[src/rtl/keyboard_event_fifo.sv]
// PS/2 Set-2 scancode parser with Shift/Caps tracking, ASCII translation and
// a show-ahead key-event FIFO feeding the CPU keyboard port.
package keyboard_event_fifo_pkg;
    typedef struct packed {
        logic       ext;
        logic       rel;
        logic [7:0] code;
        logic [7:0] ascii;
    } key_event_t;
endpackage

module keyboard_event_fifo
    import keyboard_event_fifo_pkg::*;
#(
    parameter int unsigned FIFO_DEPTH = 8
) (
    input  logic                        CLOCK_50,
    input  logic                        RESET_N,
    input  logic [7:0]                  scancode,
    input  logic                        scancode_ready,
    output logic                        key_valid,
    input  logic                        key_rd,
    output logic [7:0]                  key_code,
    output logic [7:0]                  key_ascii,
    output logic                        key_release,
    output logic                        key_extended,
    output logic [$clog2(FIFO_DEPTH):0] key_count,
    output logic                        overflow,
    input  logic                        overflow_clr,
    output logic                        shift_state,
    output logic                        caps_lock
);
    localparam int unsigned PTR_W = $clog2(FIFO_DEPTH);
    localparam int unsigned CNT_W = PTR_W + 1;

    typedef enum logic [2:0] {S_IDLE, S_EXT, S_BRK, S_EXT_BRK, S_PAUSE} state_t;

    logic             r_sync1, r_sync2, r_sync3, r_strobe;
    logic [7:0]       r_byte;
    state_t           r_state, w_state_nxt;
    logic [2:0]       r_skip, w_skip_nxt;
    logic             w_emit, w_ext, w_rel;
    logic             r_lshift, r_rshift, r_shift, r_caps;
    logic             w_lshift_nxt, w_rshift_nxt, w_caps_nxt;
    logic [7:0]       w_base, w_shifted, w_ascii;
    logic             w_letter;
    key_event_t       w_event, r_head, w_head_nxt;
    key_event_t       r_mem [FIFO_DEPTH];
    logic [PTR_W-1:0] r_wr_ptr, r_rd_ptr, w_rd_nxt;
    logic [CNT_W-1:0] r_count, w_count_nxt;
    logic             r_valid, r_overflow;
    logic             w_full, w_pop, w_push_ok, w_ovf_set;

    // Two-flop synchronizer plus registered rising-edge strobe; byte captured with it
    always_ff @(posedge CLOCK_50 or negedge RESET_N) begin
        if (!RESET_N) begin
            r_sync1  <= 1'b0;
            r_sync2  <= 1'b0;
            r_sync3  <= 1'b0;
            r_strobe <= 1'b0;
            r_byte   <= 8'h00;
        end else begin
            r_sync1  <= scancode_ready;
            r_sync2  <= r_sync1;
            r_sync3  <= r_sync2;
            r_strobe <= r_sync2 & ~r_sync3;
            if (r_sync2 & ~r_sync3)
                r_byte <= scancode;
        end
    end

    always_ff @(posedge CLOCK_50 or negedge RESET_N) begin
        if (!RESET_N) begin
            r_state <= S_IDLE;
            r_skip  <= 3'd0;
        end else begin
            r_state <= w_state_nxt;
            r_skip  <= w_skip_nxt;
        end
    end

    always_comb begin
        w_state_nxt = r_state;
        w_skip_nxt  = r_skip;
        w_emit      = 1'b0;
        w_ext       = 1'b0;
        w_rel       = 1'b0;
        if (r_strobe) begin
            case (r_state)
                S_IDLE: begin
                    case (r_byte)
                        8'hE0: w_state_nxt = S_EXT;
                        8'hF0: w_state_nxt = S_BRK;
                        8'hE1: begin
                            w_state_nxt = S_PAUSE;
                            w_skip_nxt  = 3'd7;
                        end
                        8'h00, 8'hAA, 8'hFA, 8'hEE: ;
                        default: w_emit = 1'b1;
                    endcase
                end
                S_EXT: begin
                    if (r_byte == 8'hF0) begin
                        w_state_nxt = S_EXT_BRK;
                    end else if (r_byte != 8'hE0) begin
                        w_emit      = 1'b1;
                        w_ext       = 1'b1;
                        w_state_nxt = S_IDLE;
                    end
                end
                S_BRK: begin
                    w_emit      = 1'b1;
                    w_rel       = 1'b1;
                    w_state_nxt = S_IDLE;
                end
                S_EXT_BRK: begin
                    w_emit      = 1'b1;
                    w_ext       = 1'b1;
                    w_rel       = 1'b1;
                    w_state_nxt = S_IDLE;
                end
                S_PAUSE: begin
                    // Remaining Pause bytes are swallowed; leave once the last one is seen
                    w_skip_nxt = (r_skip == 3'd0) ? 3'd0 : r_skip - 3'd1;
                    if (r_skip <= 3'd1)
                        w_state_nxt = S_IDLE;
                end
                default: w_state_nxt = S_IDLE;
            endcase
        end
    end

    // US-layout table: unshifted / shifted character per Set-2 code
    always_comb begin
        w_base    = 8'h00;
        w_shifted = 8'h00;
        w_letter  = 1'b0;
        case (r_byte)
            8'h1C: begin w_base = 8'h61; w_letter = 1'b1; end
            8'h32: begin w_base = 8'h62; w_letter = 1'b1; end
            8'h21: begin w_base = 8'h63; w_letter = 1'b1; end
            8'h23: begin w_base = 8'h64; w_letter = 1'b1; end
            8'h24: begin w_base = 8'h65; w_letter = 1'b1; end
            8'h2B: begin w_base = 8'h66; w_letter = 1'b1; end
            8'h34: begin w_base = 8'h67; w_letter = 1'b1; end
            8'h33: begin w_base = 8'h68; w_letter = 1'b1; end
            8'h43: begin w_base = 8'h69; w_letter = 1'b1; end
            8'h3B: begin w_base = 8'h6A; w_letter = 1'b1; end
            8'h42: begin w_base = 8'h6B; w_letter = 1'b1; end
            8'h4B: begin w_base = 8'h6C; w_letter = 1'b1; end
            8'h3A: begin w_base = 8'h6D; w_letter = 1'b1; end
            8'h31: begin w_base = 8'h6E; w_letter = 1'b1; end
            8'h44: begin w_base = 8'h6F; w_letter = 1'b1; end
            8'h4D: begin w_base = 8'h70; w_letter = 1'b1; end
            8'h15: begin w_base = 8'h71; w_letter = 1'b1; end
            8'h2D: begin w_base = 8'h72; w_letter = 1'b1; end
            8'h1B: begin w_base = 8'h73; w_letter = 1'b1; end
            8'h2C: begin w_base = 8'h74; w_letter = 1'b1; end
            8'h3C: begin w_base = 8'h75; w_letter = 1'b1; end
            8'h2A: begin w_base = 8'h76; w_letter = 1'b1; end
            8'h1D: begin w_base = 8'h77; w_letter = 1'b1; end
            8'h22: begin w_base = 8'h78; w_letter = 1'b1; end
            8'h35: begin w_base = 8'h79; w_letter = 1'b1; end
            8'h1A: begin w_base = 8'h7A; w_letter = 1'b1; end
            8'h16: begin w_base = 8'h31; w_shifted = 8'h21; end
            8'h1E: begin w_base = 8'h32; w_shifted = 8'h40; end
            8'h26: begin w_base = 8'h33; w_shifted = 8'h23; end
            8'h25: begin w_base = 8'h34; w_shifted = 8'h24; end
            8'h2E: begin w_base = 8'h35; w_shifted = 8'h25; end
            8'h36: begin w_base = 8'h36; w_shifted = 8'h5E; end
            8'h3D: begin w_base = 8'h37; w_shifted = 8'h26; end
            8'h3E: begin w_base = 8'h38; w_shifted = 8'h2A; end
            8'h46: begin w_base = 8'h39; w_shifted = 8'h28; end
            8'h45: begin w_base = 8'h30; w_shifted = 8'h29; end
            8'h0E: begin w_base = 8'h60; w_shifted = 8'h7E; end
            8'h4E: begin w_base = 8'h2D; w_shifted = 8'h5F; end
            8'h55: begin w_base = 8'h3D; w_shifted = 8'h2B; end
            8'h54: begin w_base = 8'h5B; w_shifted = 8'h7B; end
            8'h5B: begin w_base = 8'h5D; w_shifted = 8'h7D; end
            8'h5D: begin w_base = 8'h5C; w_shifted = 8'h7C; end
            8'h4C: begin w_base = 8'h3B; w_shifted = 8'h3A; end
            8'h52: begin w_base = 8'h27; w_shifted = 8'h22; end
            8'h41: begin w_base = 8'h2C; w_shifted = 8'h3C; end
            8'h49: begin w_base = 8'h2E; w_shifted = 8'h3E; end
            8'h4A: begin w_base = 8'h2F; w_shifted = 8'h3F; end
            8'h29: begin w_base = 8'h20; w_shifted = 8'h20; end
            8'h5A: begin w_base = 8'h0D; w_shifted = 8'h0D; end
            8'h66: begin w_base = 8'h08; w_shifted = 8'h08; end
            8'h0D: begin w_base = 8'h09; w_shifted = 8'h09; end
            8'h76: begin w_base = 8'h1B; w_shifted = 8'h1B; end
            default: ;
        endcase
    end

    always_comb begin
        if (w_ext)
            w_ascii = 8'h00;
        else if (w_letter)
            w_ascii = (r_shift ^ r_caps) ? (w_base - 8'h20) : w_base;
        else
            w_ascii = r_shift ? w_shifted : w_base;
    end

    assign w_event = {w_ext, w_rel, r_byte, w_ascii};

    always_comb begin
        w_lshift_nxt = r_lshift;
        w_rshift_nxt = r_rshift;
        w_caps_nxt   = r_caps;
        if (w_emit && !w_ext) begin
            if (r_byte == 8'h12) w_lshift_nxt = ~w_rel;
            if (r_byte == 8'h59) w_rshift_nxt = ~w_rel;
            if (r_byte == 8'h58 && !w_rel) w_caps_nxt = ~r_caps;
        end
    end

    always_ff @(posedge CLOCK_50 or negedge RESET_N) begin
        if (!RESET_N) begin
            r_lshift <= 1'b0;
            r_rshift <= 1'b0;
            r_shift  <= 1'b0;
            r_caps   <= 1'b0;
        end else begin
            r_lshift <= w_lshift_nxt;
            r_rshift <= w_rshift_nxt;
            r_shift  <= w_lshift_nxt | w_rshift_nxt;
            r_caps   <= w_caps_nxt;
        end
    end

    // A push into a full FIFO is accepted only when the head leaves in the same cycle
    assign w_full      = (r_count == CNT_W'(FIFO_DEPTH));
    assign w_pop       = key_rd & r_valid;
    assign w_push_ok   = w_emit & (~w_full | w_pop);
    assign w_ovf_set   = w_emit & w_full & ~w_pop;
    assign w_rd_nxt    = w_pop ? r_rd_ptr + PTR_W'(1) : r_rd_ptr;

    always_comb begin
        w_count_nxt = r_count;
        if (w_push_ok && !w_pop)
            w_count_nxt = r_count + CNT_W'(1);
        else if (!w_push_ok && w_pop)
            w_count_nxt = r_count - CNT_W'(1);
    end

    always_comb begin
        if (w_count_nxt == CNT_W'(0))
            w_head_nxt = '0;
        else if (w_push_ok && r_wr_ptr == w_rd_nxt)
            w_head_nxt = w_event;
        else
            w_head_nxt = r_mem[w_rd_nxt];
    end

    always_ff @(posedge CLOCK_50) begin
        if (w_push_ok)
            r_mem[r_wr_ptr] <= w_event;
    end

    always_ff @(posedge CLOCK_50 or negedge RESET_N) begin
        if (!RESET_N) begin
            r_wr_ptr   <= '0;
            r_rd_ptr   <= '0;
            r_count    <= '0;
            r_valid    <= 1'b0;
            r_head     <= '0;
            r_overflow <= 1'b0;
        end else begin
            if (w_push_ok)
                r_wr_ptr <= r_wr_ptr + PTR_W'(1);
            r_rd_ptr   <= w_rd_nxt;
            r_count    <= w_count_nxt;
            r_valid    <= (w_count_nxt != CNT_W'(0));
            r_head     <= w_head_nxt;
            r_overflow <= w_ovf_set | (r_overflow & ~overflow_clr);
        end
    end

    assign key_valid    = r_valid;
    assign key_code     = r_head.code;
    assign key_ascii    = r_head.ascii;
    assign key_release  = r_head.rel;
    assign key_extended = r_head.ext;
    assign key_count    = r_count;
    assign overflow     = r_overflow;
    assign shift_state  = r_shift;
    assign caps_lock    = r_caps;

endmodule
[config.mk]
export PLATFORM = sky130hd
export DESIGN_NAME = keyboard_event_fifo
export DESIGN_NICKNAME = d
export VERILOG_FILES = /design/src/rtl/keyboard_event_fifo.sv
export SDC_FILE = /design/constraint.sdc
export NUM_CORES = 1
export LEC_CHECK = 0
export BUFFER_PORTS_ARGS = -buffer_cell sky130_fd_sc_hd__buf_2
export CORE_MARGIN = 2
export CORE_UTILIZATION = 40
export CTS_CLUSTER_SIZE = 8
export DETAILED_ROUTE_END_ITERATION = 10
export GPL_ROUTABILITY_DRIVEN = 0
export PLACE_DENSITY = 0.69
export SYNTH_ARGS = -nofsm -noshare
export SYNTH_HDL_FRONTEND = slang
export SYNTH_SLANG_ARGS = --single-unit
[constraint.sdc]
create_clock -name CLOCK_50 -period 4 [get_ports CLOCK_50]
set_input_delay 0.4 -clock CLOCK_50 [delete_from_list [all_inputs] [get_ports CLOCK_50]]
set_output_delay 0.4 -clock CLOCK_50 [all_outputs]
set_load 0.02 [all_outputs]
-- After elaboration in Yosys (flattened, before gate mapping)
Memory sizes are Yosys's and may differ from the RTL's.
Cells that the tools add are included.
- equality and inequality tests: 72
- $lt $le $gt $ge: 1
- add/sub/neg operators: 6
- bitwise logic cells: 16
- reduce and logical (&&, ||, !) cells: 21
- multiplexer cells: 35
- operator list (operator ; count):
    case mux 7 bit (52 select lines) ; 1
    equality test 8 x 6 -> 1 bit, second input constant ; 23
    case mux 7 bit (26 select lines) ; 1
    equality test 8 x 7 -> 1 bit, second input constant ; 22
    equality test 8 x 5 -> 1 bit, second input constant ; 8
    equality test 8 bit, second input constant ; 6
    two-way mux 18 bit ; 2
    two-way mux 8 bit ; 4
    OR reduction 26 bit ; 1
    two-way mux 3 bit ; 6
    case mux 3 bit (3 select lines) ; 2
    equality test 8 x 4 -> 1 bit, second input constant ; 2
    two-way mux 1 bit ; 14
    logical NOT 8 bit ; 1
    two-way mux 4 bit ; 2
    inequality test 8 bit, second input constant ; 1
    subtractor 8 x 6 -> 8 bit, second input constant ; 1
    OR reduction 7 bit ; 1
    adder 3 x 1 -> 3 bit, second input constant ; 2
    AND 1 bit ; 6
    equality test 3 x 2 -> 1 bit, second input constant ; 2
    logical NOT 3 bit ; 2
    inverter 1 bit ; 6
    case mux 3 bit (2 select lines) ; 1
    other kinds (25) ; 34
- output and inout bits: 26
- memories kept: 1
- flip-flop bits (word level): 52
- bits in writable memories: 144
- bits of input ports: 13
- memory list (memory ; depth ; bits a word ; rd ports ; clocked after Yosys merged registers in ; wr ports ; RTL line ; RTL):
    r_mem ; 8 ; 18 ; 1 ; 0 ; 1 ; 48 ; key_event_t r_mem [FIFO_DEPTH];

-- Longest topological paths before layout
Gate-level depths: netlist of run 1.
- depth in word-level cells: 12
- gate-level depth with buffers: 14

-- Least setup slack after synthesis of run 1
OpenSTA, ideal clock, no wires.
- kind: reg-to-reg
- from: register r_byte[7]
- to: memory r_mem[2][0] (netlist name), enable pin
- arrival: 3564 ps
- slack: -10 ps
- stages on the path, launching flop included: 8
- path buffers: 1
- data required time: 3554 ps
- cell sequence: dfrtp_1 -> buf_4 -> and3_1 -> a41oi_2 -> nand4_2 -> nand2_2 -> nand2_1 -> nor4b_1
- word-level cells in the longest chain between the ends: 8
- elaborated cells on any way between the ends: 17
- classes of those cells: 7 x eq/ne; 7 x mux; 1 x bitwise; 2 x reduce/logical
- RTL lines (what ; RTL line ; RTL):
    start, declared ; 39 ; logic [7:0] r_byte;
    start signal, assigned ; 68 ; r_byte <= scancode;
    equality test 8 bit (tied with other cells) ; 91, 103 ;
    OR reduction 7 bit (no line) / two-way mux 1 bit (equally long branches) ; -- ;
    two-way mux 1 bit, on equally long branches ; 91, 103 ;
    case mux 1 bit (3 select lines) * ; 89 ; case (r_state)
    two-way mux 1 bit * ; 88 ; if (r_strobe) begin
    AND 1 bit * ; 234 ; assign w_push_ok = w_emit & (~w_full | w_pop);
    two-way mux 1 bit * ; 256 ; if (w_push_ok)
    two-way mux 1 bit (not written as such) * ; 257 ; r_mem[r_wr_ptr] <= w_event;
    end, declared ; 48 ;
Mark *: on every way between the ends. The rest lies on a longest branch, timed or not.

==> qor.yml, run 1 <==
status:
  status: "completed"
final_layout:
  antenna_cells: 0
  layoutNonFillerInstCount: 1069
  layout-drive-gt1-share: 0.249
  final_core_util: 0.460
  syn2layout_area_growth_pct: 13.7
  nets: 757
  fillCellCount: 2081
placement:
  hpwlAfterDp_mm: 14.0
  port_buffers: 38
  place_inst: 1037
  pre_cts_ws_ns: 0.516
timing:
  worstMarginPinSlew_ns: 0.893
  min_period_ns: 3.64
  timing.final.crit_share: 0.911
  timing.final.ws_setup_ns: 0.357
  setup_violations: 0
  drv_slew: 0
  fmax_mhz: 275
  holdWs_ns: 0.00979
  slew_headroom: 0.403
  tns_ns: 0
  finClkSkew_ns: 0.0132
  grt_setup_unrepaired: "false"
  final-hold-violation-count: 0
worst_setup_path:
  required_ns: 4.33
  rr_startpoint: "r_byte[6]"
  max_stage_delay_ns: 0.91
  crit_path_end: "key_ascii[7]"
  cp-startpoint: "r_byte[6]"
  regToRegEndpoint: "key_ascii[7]"
  cpLargestDelayFamily: "simple AND/OR/NAND/NOR gates"
  crit_chain: "nor2_1 -> nand3_1 -> o32ai_1 -> or4_1 -> nor3b_4 -> ha_1 -> o21ai_0 -> nor3_1 -> buf_4 -> nor2_1 -> a211oi_2"
  cpMaxStageDelayCell: "dfrtp_1"
  worstRegToRegCells: 11
  critPathMostFrequentCell: "nor2_1"
  rrSetupSlack_ns: 0.36
  critPathMaxFanout: 30
  crit_cells: 11
  path_buf_inv: 1
  arrival_ns: 3.97
  crit_path_start_kind: "flip-flop"
  crit_type: "flip-flop to flip-flop"
  crit_path_end_kind: "flip-flop"
hold_path:
  min_path_type: "input pin to asynchronous set/reset pin"
clock_network:
  cts.sinks: 196
  cts_resized: 0
  cts_buffers: 17
  cts-root-buf: "clkbuf_16"
  cts_hold_buf: 0
  clk_pin_slew_ns: 0.07
  cts_tree: "yes"
  clk_path_buf_depth: 2
  cts_max_level: 4
  post_cts_buffers: 0
  clock_latency_ns: 0.43
grt:
  antenna_found_initial: 0
  grt_max_degree: 37
  grt_pass1_vias: 6136
  grt_pass1_wl_mm: 34.7
  grtUsageTotal: 0.186
  gr-total-overflow: 0
route:
  vias: 6198
  wire_per_inst_um: 20.4
  drt-total-wl_mm: 21.8
  drtIter0Drc: 800
  drc: 0
  drtAntennaViolNets: 0
  drt_pass1_iterations: 6
  viasPerCell: 5.80
logic_synthesis:
  avgSynthCellArea_um2: 13.7
  synth-main-ff-cell: "edfxtp_1"
  yosysUniqueCellTypes: 86
  synth_cells: 687
  synth-seq-cells: 196
  ys_seq_area_frac: 0.598
  syn-cell-area_um2: 9410
  synth_warnings: 0
  synthArstFlopShare: 0.265
  synth-edff-count: 144
  syn_nets: 707
flow_run:
  drv_cap: 0
floorplan:
  rows: 56
  die-area_um2: 24800
  core_um2: 23300
  initial_core_util: 0.404
  die_h_um: 157
  io_pins: 39
  die_w_um: 157
power:
  leakagePower_uw: 0.00389
  peakVddDrop_uv: 429
  power_density_nw_per_um2: 700
==> metal layers <==
layer | vias up | global-route usage | part of all wire
li1 | 2791 | - | -
met1 | 3114 | 0.252 | 0.44
met2 | 247 | 0.304 | 0.49
met3 | 46 | 0.0322 | 0.055
met4 | 0 | 0.0671 | 0.018
met5 | - | 0 | 0
==> synth_stat cells (10+ instances only) <==
cell / instances / area (um^2)
nand3_1: 26 / 130
nor2b_1: 10 / 62.6
nor3_1: 18 / 90.1
a21oi_1: 11 / 55.1
nand2_1: 67 / 251
mux4_2: 36 / 811
o21ai_0: 20 / 100
buf_2: 16 / 80.1
clkbuf_1: 16 / 60.1
edfxtp_1: 144 / 4320
nor2_1: 34 / 128
dfrtp_1: 52 / 1300
mux2i_1: 14 / 140
inv_1: 17 / 63.8
==> flip-flops by register name (all words and copies together) (netlist names) <==
register	flops
r_strobe	1
r_rd_ptr	3
r_wr_ptr	3
r_sync1	1
r_mem	144
r_sync2	1
key_extended	1
key_ascii	8
overflow	1
r_sync3	1
key_valid	1
key_release	1
shift_state	1
r_byte	8
key_code	8
caps_lock	1
r_lshift	1
r_state	3
r_skip	3
key_count	4
r_rshift	1
==> power by group <==
group	switching [uW]	internal, uW	total [uW]
Combinational	1630	1360	2990
Clock	731	939	1670
Sequential	241	2580	2820
Total	2600	4880	7480
==> worst min path at each step <==
stage / slack (ns) / from / to / cells after the start
floorplan: 0.10 / RESET_N / caps_lock / 0
global placement: 0.33 / r_sync1 / r_sync2 / 0
detailed placement: 0.34 / r_sync1 / r_sync2 / 0
CTS: 0.03 / RESET_N / caps_lock / 1
global route: 0.04 / RESET_N / caps_lock / 1
finish: 0.01 / RESET_N / caps_lock / 1
==> placed cells by master (no fill, tap or decap), types with 4 or more instances in the layout <==
master,synthesis,final
nand2_1,67,67
xnor2_1,8,7
a21oi_1,11,11
ha_1,7,7
clkbuf_16,0,17
edfxtp_1,144,144
mux4_2,36,36
nor2_1,34,33
nand4_1,7,7
o211a_1,8,8
o22ai_1,7,7
and2_1,4,4
a211oi_2,7,7
nor4_1,9,8
mux2_2,7,7
a211oi_1,8,8
dfrtp_1,52,52
nor2b_1,10,10
o21ai_0,20,20
nor3b_1,9,7
buf_2,16,38
o21ai_1,4,4
nor3_2,1,4
inv_1,17,17
nor3_1,18,15
o211ai_1,8,8
nand3_1,26,26
and3_1,6,6
buf_4,6,35
nand2b_1,6,6
mux2i_1,14,13
==> worst register-to-register path: cells and delay by family (launching register included) <==
family	cells	cell delay, ns
adder cells (fa/ha/maj)	1	0.19
AO/OA/AOI/OAI	3	0.54
flip-flops	1	0.91
AND/OR/NAND/NOR	6	1.71
buffers and inverters	1	0.19
==> cell families (layout without fill, tap and decap cells) <==
logic type,count (synthesis),in the layout,share of synthesized area
buffers and inverters,61,124,0.0297
muxes,59,59,0.113
adders and majority gates,7,7,0.00931
AOI/OAI and AO/OA,118,118,0.0999
DFF,196,196,0.598
and+or+nand+nor,235,235,0.140
xor gates and xnor gates,11,11,0.0102
==> metrics by stage <==
step | power, uW | area, um^2
floorplan | 5030 | 9410
global placement | 5800 | 10100
detailed placement | 5860 | 10100
CTS | 7540 | 10700
global route | 7880 | 10700
finish | 7480 | 10700
==> final cells by class <==
type	count	area [um^2]	area share
sequential	196	5630	0.526
multi-input combinational	430	3570	0.334
timing repair buffer	73	453	0.0423
clock buffer	20	447	0.0418
tap	319	399	0.0373
clock inverter	12	129	0.0120
inverter	19	71.3	0.00667
Note: power is estimated with default switching activity, not from simulation.
==> inputs of run 2 (changes only) <==
Settings changed: CELL_PAD_IN_SITES_DETAIL_PLACEMENT from default to 0, CELL_PAD_IN_SITES_GLOBAL_PLACEMENT from default to 1, PLACE_DENSITY 0.69 to 0.78.
==> run 2 against run 1 <==
Sequential cell count unchanged. Design area increased by 0.20%. Clock skew decreased by 0.0015 ns. Critical path depth increased by 1. Power about the same. Core utilization increased by 0.091 points. Cell count about the same. Critical path type unchanged. Highest routed layer unchanged.
==> qor.yml, run 2 (same netlist as run 1, synthesis figures left out) <==
status:
  status: "completed"  # unchanged
hold_path:
  min_path_cells: 1
  hold_path.startpoint: "scancode_ready"
  min_path_type: "input pin to flip-flop"  # was input pin to asynchronous set/reset pin
grt:
  grt_max_degree: 53  # was 37
  grtUsageTotal: 0.191  # was 0.186
  antenna_found_initial: 0  # unchanged
  grt_pass1_vias: 6204  # was 6,136
  grt_pass1_wl_mm: 35.7  # was 34.7 mm
  gr-total-overflow: 0  # unchanged
timing:
  grt_setup_unrepaired: "false"  # unchanged
  min_period_ns: 3.51  # was 3.64 ns
  setup_violations: 0  # unchanged
  tns_ns: 0  # unchanged
  fmax_mhz: 285  # was 275 MHz
  drv_slew: 0  # unchanged
  finClkSkew_ns: 0.0117  # was 0.0132 ns
  worstMarginPinSlew_ns: 1.08  # was 0.893 ns
  holdWs_ns: 0.0703  # was 0.00979 ns
  slew_headroom: 0.271  # was 0.403
  timing.final.crit_share: 0.878  # was 0.911
  final-hold-violation-count: 0  # unchanged
clock_network:
  clk_path_buf_depth: 2  # unchanged
  cts.sinks: 196  # unchanged
  cts_resized: 0  # unchanged
  cts_hold_buf: 0  # unchanged
  cts_tree: "yes"  # unchanged
  cts-root-buf: "clkbuf_16"  # unchanged
  clock_latency_ns: 0.44  # was 0.43 ns
  clk_pin_slew_ns: 0.08  # was 0.07 ns
  cts_max_level: 4  # unchanged
  post_cts_buffers: 0  # unchanged
  cts_buffers: 17  # unchanged
power:
  peakVddDrop_uv: 438  # was 429 uV
  leakagePower_uw: 0.00390  # was 0.00389 uW
  power_density_nw_per_um2: 698  # was 700 nW/um^2
flow_run:
  drv_cap: 0  # unchanged
worst_setup_path:
  arrival_ns: 3.86  # was 3.97 ns
  critPathMaxFanout: 15  # was 30
  required_ns: 4.35  # was 4.33 ns
  crit_path_end_kind: "flip-flop"  # unchanged
  crit_type: "flip-flop to flip-flop"  # unchanged
  cp-startpoint: "r_byte[0]"  # was r_byte[6]
  rr_startpoint: "r_byte[0]"  # was r_byte[6]
  crit_path_start_kind: "flip-flop"  # unchanged
  worstRegToRegCells: 12  # was 11
floorplan:
  initial_core_util: 0.404  # unchanged
  die-area_um2: 24800  # unchanged
  rows: 56  # unchanged
  core_um2: 23300  # unchanged
  io_pins: 39  # unchanged
  die_w_um: 157  # unchanged
  die_h_um: 157  # unchanged
route:
  viasPerCell: 5.87  # was 5.80
  drt_pass1_iterations: 5  # was 6
  wire_per_inst_um: 21.2  # was 20.4 um
  drt-total-wl_mm: 22.7  # was 21.8 mm
  drtIter0Drc: 819  # was 800
  drtAntennaViolNets: 0  # unchanged
  drc: 0  # unchanged
  vias: 6268  # was 6,198
final_layout:
  syn2layout_area_growth_pct: 13.9  # was 13.7%
  final_cell_mix: "144 x edfxtp_1, 67 x nand2_1, 52 x dfrtp_1"  # unchanged
  final_core_util: 0.461  # was 0.460
  layout_commonest_cell: "edfxtp_1"  # unchanged
  layout-drive-gt1-share: 0.251  # was 0.249
  nets: 756  # was 757
  fillCellCount: 2088  # was 2,081
  antenna_cells: 0  # unchanged
  design_area_um2: 10700  # about the same
  largest_register_ffs: 144  # unchanged
  regMostFlops: "r_mem"  # unchanged
placement:
  placed_area_um2: 10100  # about the same
  port_buffers: 38  # unchanged
  hpwlAfterDp_mm: 14.4  # was 14.0 mm
==> run 2: cell count changes in the layout (fill, tap and decap cells not counted), sizes merged <==
cell      delta
buf          -1
clkinvlp     -2
inv          +5
clkinv       +2
bufinv       -2
clkbuf       -3
==> run 2: power by group <==
| group | internal (uW) | switching, uW |
|---|---|---|
| clock | 837 | 829 |
| sequential | 2580 | 228 |
| combinational | 1360 | 1640 |
| total | 4780 | 2700 |
==> run 2: critical path, stage by stage (launching register included) <==
cell and delay [ns]:
dfrtp_1 0.52, buf_4 0.26, buf_4 0.19, nor4bb_1 0.14, nand2_1 0.07, o211ai_1 0.13, or4_1 0.58, nor3b_4 0.24
ha_1 0.17, o21ai_0 0.07, nor3_1 0.72, nor2_1 0.11, a211oi_2 0.22
==> run 2: per-stage QoR <==
stage	instances	total power [uW]	setup slack [ns]
6_report	1068	7480	0.490
3_3_place_gp	1036	5830	0.667
5_1_grt	1068	7890	0.294
2_1_floorplan	687	5030	0.184
3_5_place_dp	1036	5870	0.562
4_1_cts	1068	7540	0.553
==> run 2: final timing paths <==
| kind | slack (ns) | end |
|---|---|---|
| worst min register to register | 0.35 | r_sync2 |
| worst max register to register | 0.49 | key_ascii[7] |
| worst min-delay path | 0.07 | r_sync1 |
| max in group asynchronous | 3.39 | r_byte[2] |
| worst max-delay path | 0.49 | key_ascii[7] |
| min in group asynchronous | 0.11 | r_rd_ptr[2] |
==> run 2: layout make-up <==
| type | count | area (um^2) | share of cell area |
|---|---|---|---|
| Timing Repair Buffer | 72 | 470 | 0.0439 |
| Clock buffer | 17 | 425 | 0.0397 |
| Multi-Input combinational cell | 430 | 3570 | 0.333 |
| Tap cell | 319 | 399 | 0.0372 |
| Inverter | 19 | 71.3 | 0.00666 |
| Clock inverter | 15 | 156 | 0.0146 |
| Sequential cell | 196 | 5630 | 0.525 |
==> run 2: metal layers <==
metal	vias to the layer above	global-route usage	wire (um)	part of all wire
li1	2791	-	-	-
met1	3150	0.256	9850	0.43
met2	271	0.311	10800	0.48
met3	56	0.0341	1250	0.055
met4	0	0.0758	724	0.032
met5	-	0	0	0
==> inputs of run 3 (changes only) <==
Settings changed: ABC_AREA from default to 1, PLACE_DENSITY 0.78 to 0.82.
==> run 3 against run 2 <==
Combinational power grew 3%. Wire length grew 6.2%. Critical path depth is the same. Power grew 0.51%. Critical endpoint is now key_code[4]. Non-clock buffer count shrank 18. Register-to-register slack gained 0.30 ns. Clock skew is essentially flat. Synthesized cell count grew 48%. Design area shrank 1.0%. Fmax grew 9.5%.
==> qor.yml, run 3 <==
worst_setup_path:
  crit_type: "flip-flop to flip-flop"  # unchanged
  crit_cells: 12  # unchanged
  crit_chain: "inv_2 -> nand2_1 -> nor2_2 -> nand2_1 -> nand2_1 -> nor2_1 -> nand2_1 -> nand2_4 -> nand4_1 -> buf_4 -> o21ai_0 -> nor2_1"  # was buf_4 -> buf_4 -> nor4bb_1 -> nand2_1 -> o211ai_1 -> or4_1 -> nor3b_4 -> ha_1 -> o21ai_0 -> nor3_1 -> nor2_1 -> a211oi_2
  critPathMostFrequentCell: "nand2_1"  # was buf_4
  crit_path_start_kind: "flip-flop"  # unchanged
  worstRegToRegCells: 12  # unchanged
  cpLargestDelayFamily: "simple AND/OR/NAND/NOR gates"  # unchanged
  required_ns: 4.31  # was 4.35 ns
  max_stage_delay_ns: 0.69  # was 0.72 ns
  critPathMaxFanout: 14  # was 15
  cpMaxStageDelayCell: "dfrtp_1"  # was nor3_1
  crit_path_end_kind: "flip-flop"  # unchanged
  arrival_ns: 3.51  # was 3.86 ns
  path_buf_inv: 2  # unchanged
hold_path:
  min_path_cells: 1  # unchanged
  min_path_type: "input pin to flip-flop"  # unchanged
grt:
  grt_pass1_wl_mm: 38.1  # was 35.7 mm
  gr-total-overflow: 0  # unchanged
  antenna_found_initial: 0  # unchanged
  grtUsageTotal: 0.204  # was 0.191
  grt_max_degree: 78  # was 53
  grt_pass1_vias: 7094  # was 6,204
clock_network:
  cts_buffers: 17  # unchanged
  clock_latency_ns: 0.43  # was 0.44 ns
  cts_max_level: 4  # unchanged
  cts_tree: "yes"  # unchanged
  cts.sinks: 196  # unchanged
  clk_path_buf_depth: 2  # unchanged
  cts_hold_buf: 0  # unchanged
  cts_resized: 0  # unchanged
  cts-root-buf: "clkbuf_16"  # unchanged
  post_cts_buffers: 0  # unchanged
  clk_pin_slew_ns: 0.08  # about the same
logic_synthesis:
  ys_seq_area_frac: 0.601  # was 0.598
  synth_cells: 1015  # was 687
  yosys.cell_count.top_type: "nand2_1"  # was edfxtp_1
  synth-main-ff-cell: "edfxtp_1"  # unchanged
  syn-cell-area_um2: 9360  # was 9410 um^2
  yosys.area.top_type_share: 0.462  # was 0.460
  ys_top_cells_by_area: "edfxtp_1 46%, dfrtp_1 14%, nand2_1 11%, nor2_1 6.9%, o21ai_0 4.5%"  # was edfxtp_1 46%, dfrtp_1 14%, mux4_2 8.6%, nand2_1 2.7%, mux2i_1 1.5%
  yosysUniqueCellTypes: 40  # was 86
  synth_common_cells: "274 x nand2_1, 171 x nor2_1, 144 x edfxtp_1"  # was 144 x edfxtp_1, 67 x nand2_1, 52 x dfrtp_1
  synth.largest_area_cell: "edfxtp_1"  # unchanged
  synth-edff-count: 144  # unchanged
  synth-seq-cells: 196  # unchanged
  syn_nets: 1035  # was 707
  synth_warnings: 0  # unchanged
  synthArstFlopShare: 0.265  # unchanged
  avgSynthCellArea_um2: 9.22  # was 13.7 um^2
route:
  drc: 0  # unchanged
  wire_per_inst_um: 17.4  # was 21.2 um
  drtAntennaViolNets: 0  # unchanged
  vias: 7271  # was 6,268
  drtIter0Drc: 760  # was 819
  viasPerCell: 5.27  # was 5.87
  drt-total-wl_mm: 24.1  # was 22.7 mm
  drt_pass1_iterations: 7  # was 5
floorplan:
  rows: 55  # was 56
  die_h_um: 157  # about the same
  core_um2: 22800  # was 23,300 um^2
  die-area_um2: 24600  # was 24,800 um^2
  die_w_um: 157  # about the same
  initial_core_util: 0.411  # was 0.404
  io_pins: 39  # unchanged
final_layout:
  antenna_cells: 0  # unchanged
  layout-drive-gt1-share: 0.117  # was 0.251
  nets: 1074  # was 756
  layout_commonest_cell: "nand2_1"  # was edfxtp_1
  final_cell_mix: "274 x nand2_1, 163 x nor2_1, 144 x edfxtp_1"  # was 144 x edfxtp_1, 67 x nand2_1, 52 x dfrtp_1
  regMostFlops: "r_mem"  # unchanged
  fillCellCount: 2119  # was 2,088
  largest_register_ffs: 144  # unchanged
  layoutNonFillerInstCount: 1380  # was 1,068
  multi_input_area_um2: 3400  # was 3570 um^2
  area.sequential_um2: 5630  # unchanged
  syn2layout_area_growth_pct: 13.4  # was 13.9%
power:
  leakagePower_uw: 0.00454  # was 0.00390 uW
  total_power_uw: 7520  # was 7480 uW
  peakVddDrop_uv: 341  # was 438 uV
  power_density_nw_per_um2: 709  # was 698 nW/um^2
timing:
  grt_setup_unrepaired: "false"  # unchanged
  final-hold-violation-count: 0  # unchanged
  tns_ns: 0  # unchanged
  min_period_ns: 3.21  # was 3.51 ns
  worstMarginPinSlew_ns: 1.17  # was 1.08 ns
  slew_headroom: 0.217  # was 0.271
  setup_violations: 0  # unchanged
  fmax_mhz: 312  # was 285 MHz
  timing.final.crit_share: 0.801  # was 0.878
  finClkSkew_ns: 0.0121  # was 0.0117 ns
  drv_slew: 0  # unchanged
placement:
  hpwlAfterDp_mm: 16.1  # was 14.4 mm
  place_inst: 1348  # was 1,036
  port_buffers: 38  # unchanged
status:
  status: "completed"  # unchanged
flow_run:
  drv_cap: 0  # unchanged
run 3: worst register-to-register path, stage by stage (launching register included):
cell	delay, ns
dfrtp_1	0.69
inv_2	0.14
nand2_1	0.18
nor2_2	0.10
nand2_1	0.08
nand2_1	0.05
nor2_1	0.17
nand2_1	0.12
nand2_4	0.13
nand4_1	0.58
buf_4	0.42
o21ai_0	0.34
nor2_1	0.10
run 3: layout make-up:
class / instances / share of cell area
repair buffers: 54 / 0.0328
multi-input cells: 719 / 0.320
well taps: 313 / 0.0369
inverters: 66 / 0.0234
clock buffers: 17 / 0.0401
flip-flops and latches: 196 / 0.530
clock inverters: 15 / 0.0163
run 3: cell families after synthesis:
group           Yosys count  synth area share
simple gates            564             0.252
xor+xnor                  8           0.00749
compound gates          140            0.0875
flops                   196             0.601
fa+ha+maj                 7           0.00936
buf+inv                 100            0.0424
run 3: metrics by stage:
step           hold WS [ns]   util  worst slack (ns)  area (um^2)
3_3_place_gp          0.333  0.439             0.871        10000
4_1_cts              0.0591  0.466             0.891        10600
5_1_grt              0.0533  0.466             0.498        10600
6_report             0.0730  0.466             0.795        10600
2_1_floorplan         0.104      -              1.23         9360
3_5_place_dp          0.344  0.439             0.879        10000
run 3: layer usage:
| layer | track usage | routed length (um) | up-vias |
|---|---|---|---|
| li1 | - | - | 3510 |
| met1 | 0.271 | 10500 | 3458 |
| met2 | 0.340 | 11500 | 256 |
| met3 | 0.0344 | 1450 | 47 |
| met4 | 0.0651 | 588 | 0 |
| met5 | 0 | 0 | - |
run 3: final timing paths:
check	startpoint	endpoint	slack, ns
worst min-delay path	scancode_ready	r_sync1	0.07
worst min register to register	r_sync1	r_sync2	0.36
max in group asynchronous	RESET_N	key_code[6]	3.41
worst max register to register	r_byte[0]	key_code[4]	0.79
worst max-delay path	r_byte[0]	key_code[4]	0.79
min in group asynchronous	RESET_N	key_ascii[5]	0.10
run 3: report_power, final:
| group | total [uW] | internal, uW | switching, uW |
|---|---|---|---|
| combinational | 3090 | 947 | 2140 |
| clock | 1670 | 847 | 819 |
| sequential | 2760 | 2560 | 201 |
